`config.mk`:
```
export PLATFORM = sky130hd
export DESIGN_NAME = serial_frame_rx
export DESIGN_NICKNAME = d
export VERILOG_FILES = /design/src/rtl/serial_frame_rx.sv
export SDC_FILE = /design/constraint.sdc
export NUM_CORES = 1
export LEC_CHECK = 0
export CAP_MARGIN = 20
export CORE_MARGIN = 2
export CORE_UTILIZATION = 49
export DETAILED_ROUTE_END_ITERATION = 12
export GPL_ROUTABILITY_DRIVEN = 0
export PLACE_DENSITY = 0.78
export SKIP_LAST_GASP = 1
export SLEW_MARGIN = 40
export SYNTH_ARGS = -nofsm -noshare
export SYNTH_HDL_FRONTEND = slang
export SYNTH_SLANG_ARGS = --single-unit
export TNS_END_PERCENT = 5
```
`constraint.sdc`:
```
create_clock -name clk -period 4.9 [get_ports clk]
set_input_delay 0.49 -clock clk [delete_from_list [all_inputs] [get_ports clk]]
set_output_delay 0.49 -clock clk [all_outputs]
set_load 0.01 [all_outputs]
```
`src/rtl/serial_frame_rx.sv`:
```
// serial_frame_rx: two-wire serial link receiver.
// Synchronises the serial clock and data into clk, hunts for the sync byte,
// deserialises FRAME_LEN payload bytes per frame and re-checks sync at every
// frame boundary. Loss of lock is flagged on a bad sync byte or a stalled link.
module serial_frame_rx #(
  parameter logic [7:0] SYNC_BYTE = 8'hA5,
  parameter int         FRAME_LEN = 4,
  parameter int         TIMEOUT   = 64
) (
  input  logic       clk,
  input  logic       rst,
  input  logic       sclk_in,
  input  logic       sdata_in,
  output logic [7:0] data_out,
  output logic       data_valid,
  output logic       locked,
  output logic       sync_err,
  output logic       timeout_err
);

  localparam int             IW       = $clog2(TIMEOUT + 1);
  localparam logic [IW-1:0]  IDLE_MAX = IW'(TIMEOUT);
  localparam logic [IW-1:0]  IDLE_PRE = IW'(TIMEOUT - 1);
  localparam logic [IW-1:0]  IDLE_ONE = IW'(1);
  localparam logic [7:0]     LEN8     = 8'(FRAME_LEN);

  typedef enum logic [1:0] {
    ST_HUNT    = 2'd0,
    ST_PAYLOAD = 2'd1,
    ST_CHECK   = 2'd2
  } state_t;

  // Synchroniser and edge-detect flops
  logic sclk_s1_q, sclk_s2_q, sclk_s3_q;
  logic sdata_s1_q, sdata_s2_q;
  // Registered bit event and the data bit that goes with it
  logic bit_ev_q, bit_dat_q;

  state_t          state_q, state_d;
  logic [7:0]      win_q, win_d, win_new;
  logic [2:0]      bit_cnt_q, bit_cnt_d;
  logic [7:0]      byte_cnt_q, byte_cnt_d, byte_inc;
  logic [IW-1:0]   idle_q, idle_d;
  logic [7:0]      data_out_q, data_out_d;
  logic            data_valid_q, data_valid_d;
  logic            locked_q, locked_d;
  logic            sync_err_q, sync_err_d;
  logic            timeout_err_q, timeout_err_d;

  // Bring both link wires into clk and register the rising-edge event of sclk
  always_ff @(posedge clk) begin
    if (rst) begin
      sclk_s1_q  <= 1'b0;
      sclk_s2_q  <= 1'b0;
      sclk_s3_q  <= 1'b0;
      sdata_s1_q <= 1'b0;
      sdata_s2_q <= 1'b0;
      bit_ev_q   <= 1'b0;
      bit_dat_q  <= 1'b0;
    end else begin
      sclk_s1_q  <= sclk_in;
      sclk_s2_q  <= sclk_s1_q;
      sclk_s3_q  <= sclk_s2_q;
      sdata_s1_q <= sdata_in;
      sdata_s2_q <= sdata_s1_q;
      bit_ev_q   <= sclk_s2_q & ~sclk_s3_q;
      bit_dat_q  <= sdata_s2_q;
    end
  end

  // Framing state, counters, idle timer and registered outputs
  always_ff @(posedge clk) begin
    if (rst) begin
      state_q       <= ST_HUNT;
      win_q         <= 8'h00;
      bit_cnt_q     <= 3'd0;
      byte_cnt_q    <= 8'd0;
      idle_q        <= '0;
      data_out_q    <= 8'h00;
      data_valid_q  <= 1'b0;
      locked_q      <= 1'b0;
      sync_err_q    <= 1'b0;
      timeout_err_q <= 1'b0;
    end else begin
      state_q       <= state_d;
      win_q         <= win_d;
      bit_cnt_q     <= bit_cnt_d;
      byte_cnt_q    <= byte_cnt_d;
      idle_q        <= idle_d;
      data_out_q    <= data_out_d;
      data_valid_q  <= data_valid_d;
      locked_q      <= locked_d;
      sync_err_q    <= sync_err_d;
      timeout_err_q <= timeout_err_d;
    end
  end

  // Next-state logic: a bit event always wins over the idle timeout
  always_comb begin
    state_d       = state_q;
    win_d         = win_q;
    bit_cnt_d     = bit_cnt_q;
    byte_cnt_d    = byte_cnt_q;
    data_out_d    = data_out_q;
    data_valid_d  = 1'b0;
    sync_err_d    = 1'b0;
    timeout_err_d = 1'b0;
    win_new       = {win_q[6:0], bit_dat_q};
    byte_inc      = byte_cnt_q + 8'd1;

    // Idle timer saturates so a long stall raises only one pulse
    if (bit_ev_q) begin
      idle_d = '0;
    end else if (idle_q != IDLE_MAX) begin
      idle_d = idle_q + IDLE_ONE;
    end else begin
      idle_d = idle_q;
    end

    if (bit_ev_q) begin
      win_d = win_new;
      case (state_q)
        ST_HUNT: begin
          if (win_new == SYNC_BYTE) begin
            state_d    = ST_PAYLOAD;
            bit_cnt_d  = 3'd0;
            byte_cnt_d = 8'd0;
          end else begin
            state_d = ST_HUNT;
          end
        end
        ST_PAYLOAD: begin
          bit_cnt_d = bit_cnt_q + 3'd1;
          if (bit_cnt_q == 3'd7) begin
            data_out_d   = win_new;
            data_valid_d = 1'b1;
            byte_cnt_d   = byte_inc;
            if (byte_inc == LEN8) begin
              state_d = ST_CHECK;
            end else begin
              state_d = ST_PAYLOAD;
            end
          end else begin
            state_d = ST_PAYLOAD;
          end
        end
        ST_CHECK: begin
          bit_cnt_d = bit_cnt_q + 3'd1;
          if (bit_cnt_q == 3'd7) begin
            byte_cnt_d = 8'd0;
            if (win_new == SYNC_BYTE) begin
              state_d = ST_PAYLOAD;
            end else begin
              // Window is kept so the hunt can match on the very next bit
              state_d    = ST_HUNT;
              sync_err_d = 1'b1;
            end
          end else begin
            state_d = ST_CHECK;
          end
        end
        default: begin
          state_d    = ST_HUNT;
          bit_cnt_d  = 3'd0;
          byte_cnt_d = 8'd0;
        end
      endcase
    end else if ((idle_q == IDLE_PRE) && (state_q != ST_HUNT)) begin
      // Stalled link while framed: drop lock and discard any partial byte
      state_d       = ST_HUNT;
      bit_cnt_d     = 3'd0;
      byte_cnt_d    = 8'd0;
      timeout_err_d = 1'b1;
    end else begin
      state_d = state_q;
    end

    locked_d = (state_d != ST_HUNT);
  end

  assign data_out    = data_out_q;
  assign data_valid  = data_valid_q;
  assign locked      = locked_q;
  assign sync_err    = sync_err_q;
  assign timeout_err = timeout_err_q;

endmodule

```
==> results.py <==
metrics = {
    "finish": {
        "fin_area_um2": 2335,
        "seq_area_um2": 920.9,
        "finalNonFillerCells": 292,
        "final_util": 0.5837,
        "layout.cells.most_common_list": "dfxtp_1 (46), nor2_1 (23), nand2_1 (22)",
        "drive_above_1_share": 0.05372,
        "diodes": 0,
        "num-nets-final": 255,
        "fillers": 374,
        "multi_input_area_um2": 1057,
        "final_common_cell": "dfxtp_1",
        "areaGrowthSynthToFinish_pct": 13.92,
    },
    "timing": {
        "setup-tns-final_ps": 0,
        "worst_pin_slew_ps": 778.5,
        "min_period_ps": 2202,
        "skew_ps": 5.301,
        "slew_violations": 0,
        "fmax_ghz": 0.4541,
        "relSlewSlack": 0.4803,
        "final.period_utilization": 0.4494,
        "final_hold_viol_count": 0,
        "worst_hold_slack_ps": 389.9,
        "setup_viol": 0,
        "timing.final.ws_setup_ps": 2698,
        "rsz0062_at_grt": "false",
    },
    "global_routing": {
        "antenna_found_initial": 0,
        "track_usage": 0.2011,
        "overflow": 0,
        "grt_first_pass_wirelength_um": 6900,
        "grt_max_degree": 38,
        "grt_pass1_vias": 1514,
    },
    "drt": {
        "viasPerCell": 5.623,
        "post_drt_wl_per_cell_um": 13.89,
        "drc": 0,
        "drt-initial-drc-count": 102,
        "num_vias": 1642,
        "drt-pass1-iter-count": 4,
        "antenna_left": 0,
        "drt-total-wl_um": 4057,
    },
    "clock_tree": {
        "clk_pin_slew_worst_paths_ps": 80,
        "numCtsBuffers": 5,
        "clk_latency_ps": 300,
        "cts_setup_buffers": 0,
        "cts.sinks": 46,
        "cts_hold_buf": 0,
        "cts_root_buffer": "clkbuf_8",
        "cts_tree": "done",
        "cts_resized": 0,
        "clockBufferDepth": 2,
        "htree_levels": 2,
    },
    "power_and_ir_drop": {
        "finalPower_mw": 0.6810,
        "swShare": 0.2087,
        "power.leakage_nw": 0.8290,
        "seqPwrFrac": 0.561,
        "p_switching_mw": 0.1421,
        "power_density_nw_per_um2": 291.7,
        "peakVddDrop_mv": 0.1654,
        "p_clk_frac": 0.409,
        "p_comb_frac": 0.030,
        "p_int_mw": 0.5389,
    },
    "logic_synthesis": {
        "ys_warn_count": 0,
        "synth_nets": 244,
        "synthArstFlopShare": 0,
        "syn_inst": 230,
        "synth_cell_type_count": 39,
        "netlist_area_um2": 2049,
        "synth_flop_cell": "dfxtp_1",
        "ys_seq_elements": 46,
        "synth_edf_count": 0,
        "ys_seq_area_frac": 0.4493,
        "avgSynthCellArea_um2": 8.911,
    },
    "floorplan": {
        "dieArea_um2": 4716,
        "io_pins": 16,
        "die_y_um": 68.67,
        "rows": 23,
        "die_x_um": 68.67,
        "core-area_um2": 4000,
        "initial_core_util": 0.5124,
    },
    "setup_path": {
        "path_class": "reg -> reg",
        "crit_fanout": 8,
        "cp_data_arrival_time_ps": 2380,
        "critPathRequiredTime_ps": 5080,
        "crit_path_end_kind": "register",
        "reg2reg_slack_ps": 2700,
        "cp-start-kind": "register",
    },
    "run": {
        "maxCapViolCount": 0,
    },
    "placement": {
        "hpwl_um": 2816,
        "place.port_buffers": 15,
        "preCtsSetupSlack_ps": 2596,
        "dp.cells": 284,
        "place_area_um2": 2225,
    },
    "outcome": {
        "status": "finished, final reports clean",
    },
    "hold_path": {
        "hp-class": "reg -> reg",
    },
}
[cells by family (layout without fill, tap and decap cells)]
kind of cell	Yosys count	count (layout)	synth area share
AOI/OAI and AO/OA	43	43	0.1361
xor gates and xnor gates	9	9	0.03846
adders and majority gates	10	10	0.06105
buffers and inverters	19	31	0.03480
DFF	46	46	0.4493
muxes	8	8	0.03907
and+or+nand+nor	95	95	0.2412
[routing by layer]
layer,GRT usage,vias to the layer above,part of all wire
li1,-,838,-
met1,0.2533,764,0.46
met2,0.3209,35,0.48
met3,0.04870,5,0.038
met4,0.09750,0,0.020
met5,0,-,0
[flip-flops by register name (all words and copies together), names as in the netlist, 2 cells and up]
signal / count
byte_cnt_q: 8
bit_cnt_q: 3
win_q: 7
data_out: 8
state_q: 2
idle_q: 7
[final timing paths]
| path | to | cells past startpoint | from |
|---|---|---|---|
| setup / recovery | byte_cnt_q[6]$_SDFFE_PP0P_ | 6 | state_q[0]$_SDFF_PP0_ |
| hold / removal | bit_ev_q$_SDFF_PP0_ | 1 | sclk_s3_q$_SDFF_PP0_ |
| setup reg to reg | byte_cnt_q[6]$_SDFFE_PP0P_ | 6 | state_q[0]$_SDFF_PP0_ |
| hold reg to reg | bit_ev_q$_SDFF_PP0_ | 1 | sclk_s3_q$_SDFF_PP0_ |
[power groups by stage]
stage          clock, mW  combinational [mW]  sequential, mW
2_1_floorplan          0              0.0155           0.389
3_3_place_gp           0              0.0193           0.391
3_5_place_dp           0              0.0208           0.391
4_1_cts            0.287              0.0208           0.382
5_1_grt            0.302              0.0234           0.383
6_report           0.279              0.0204           0.382
[cell type report]
class / instances / share of cell area
Inverter: 7 / 0.01125
Timing Repair Buffer: 16 / 0.06752
Clock inverter: 2 / 0.01608
Clock buffer: 6 / 0.03108
Multi-Input combinational cell: 165 / 0.4528
Sequential cell: 46 / 0.3944
Tap cell: 50 / 0.02680
[cell usage after synthesis (all sizes together), types with 3 or more instances]
| cell | count | area share |
|---|---|---|
| clkbuf | 12 | 0.022 |
| mux2i | 8 | 0.039 |
| nand3 | 10 | 0.024 |
| and3 | 5 | 0.015 |
| ha | 10 | 0.061 |
| nand4 | 4 | 0.012 |
| dfxtp | 46 | 0.45 |
| nor3 | 6 | 0.015 |
| nand2 | 22 | 0.040 |
| inv | 7 | 0.013 |
| a311oi | 3 | 0.013 |
| xor2 | 3 | 0.013 |
| o21ai | 7 | 0.017 |
| a21oi | 16 | 0.039 |
| nor2 | 23 | 0.042 |
| o21a | 3 | 0.015 |
| nor4 | 4 | 0.012 |
| a31oi | 5 | 0.015 |
| nor2b | 7 | 0.021 |
| xnor2 | 6 | 0.026 |
[critical path: stages (launching register included)]
cell	delay, ps
dfxtp_1	370
inv_1	100
ha_1	250
nor2_1	220
a31oi_1	290
or3_4	480
o41ai_1	380
(Power assumes the default switching activity.)
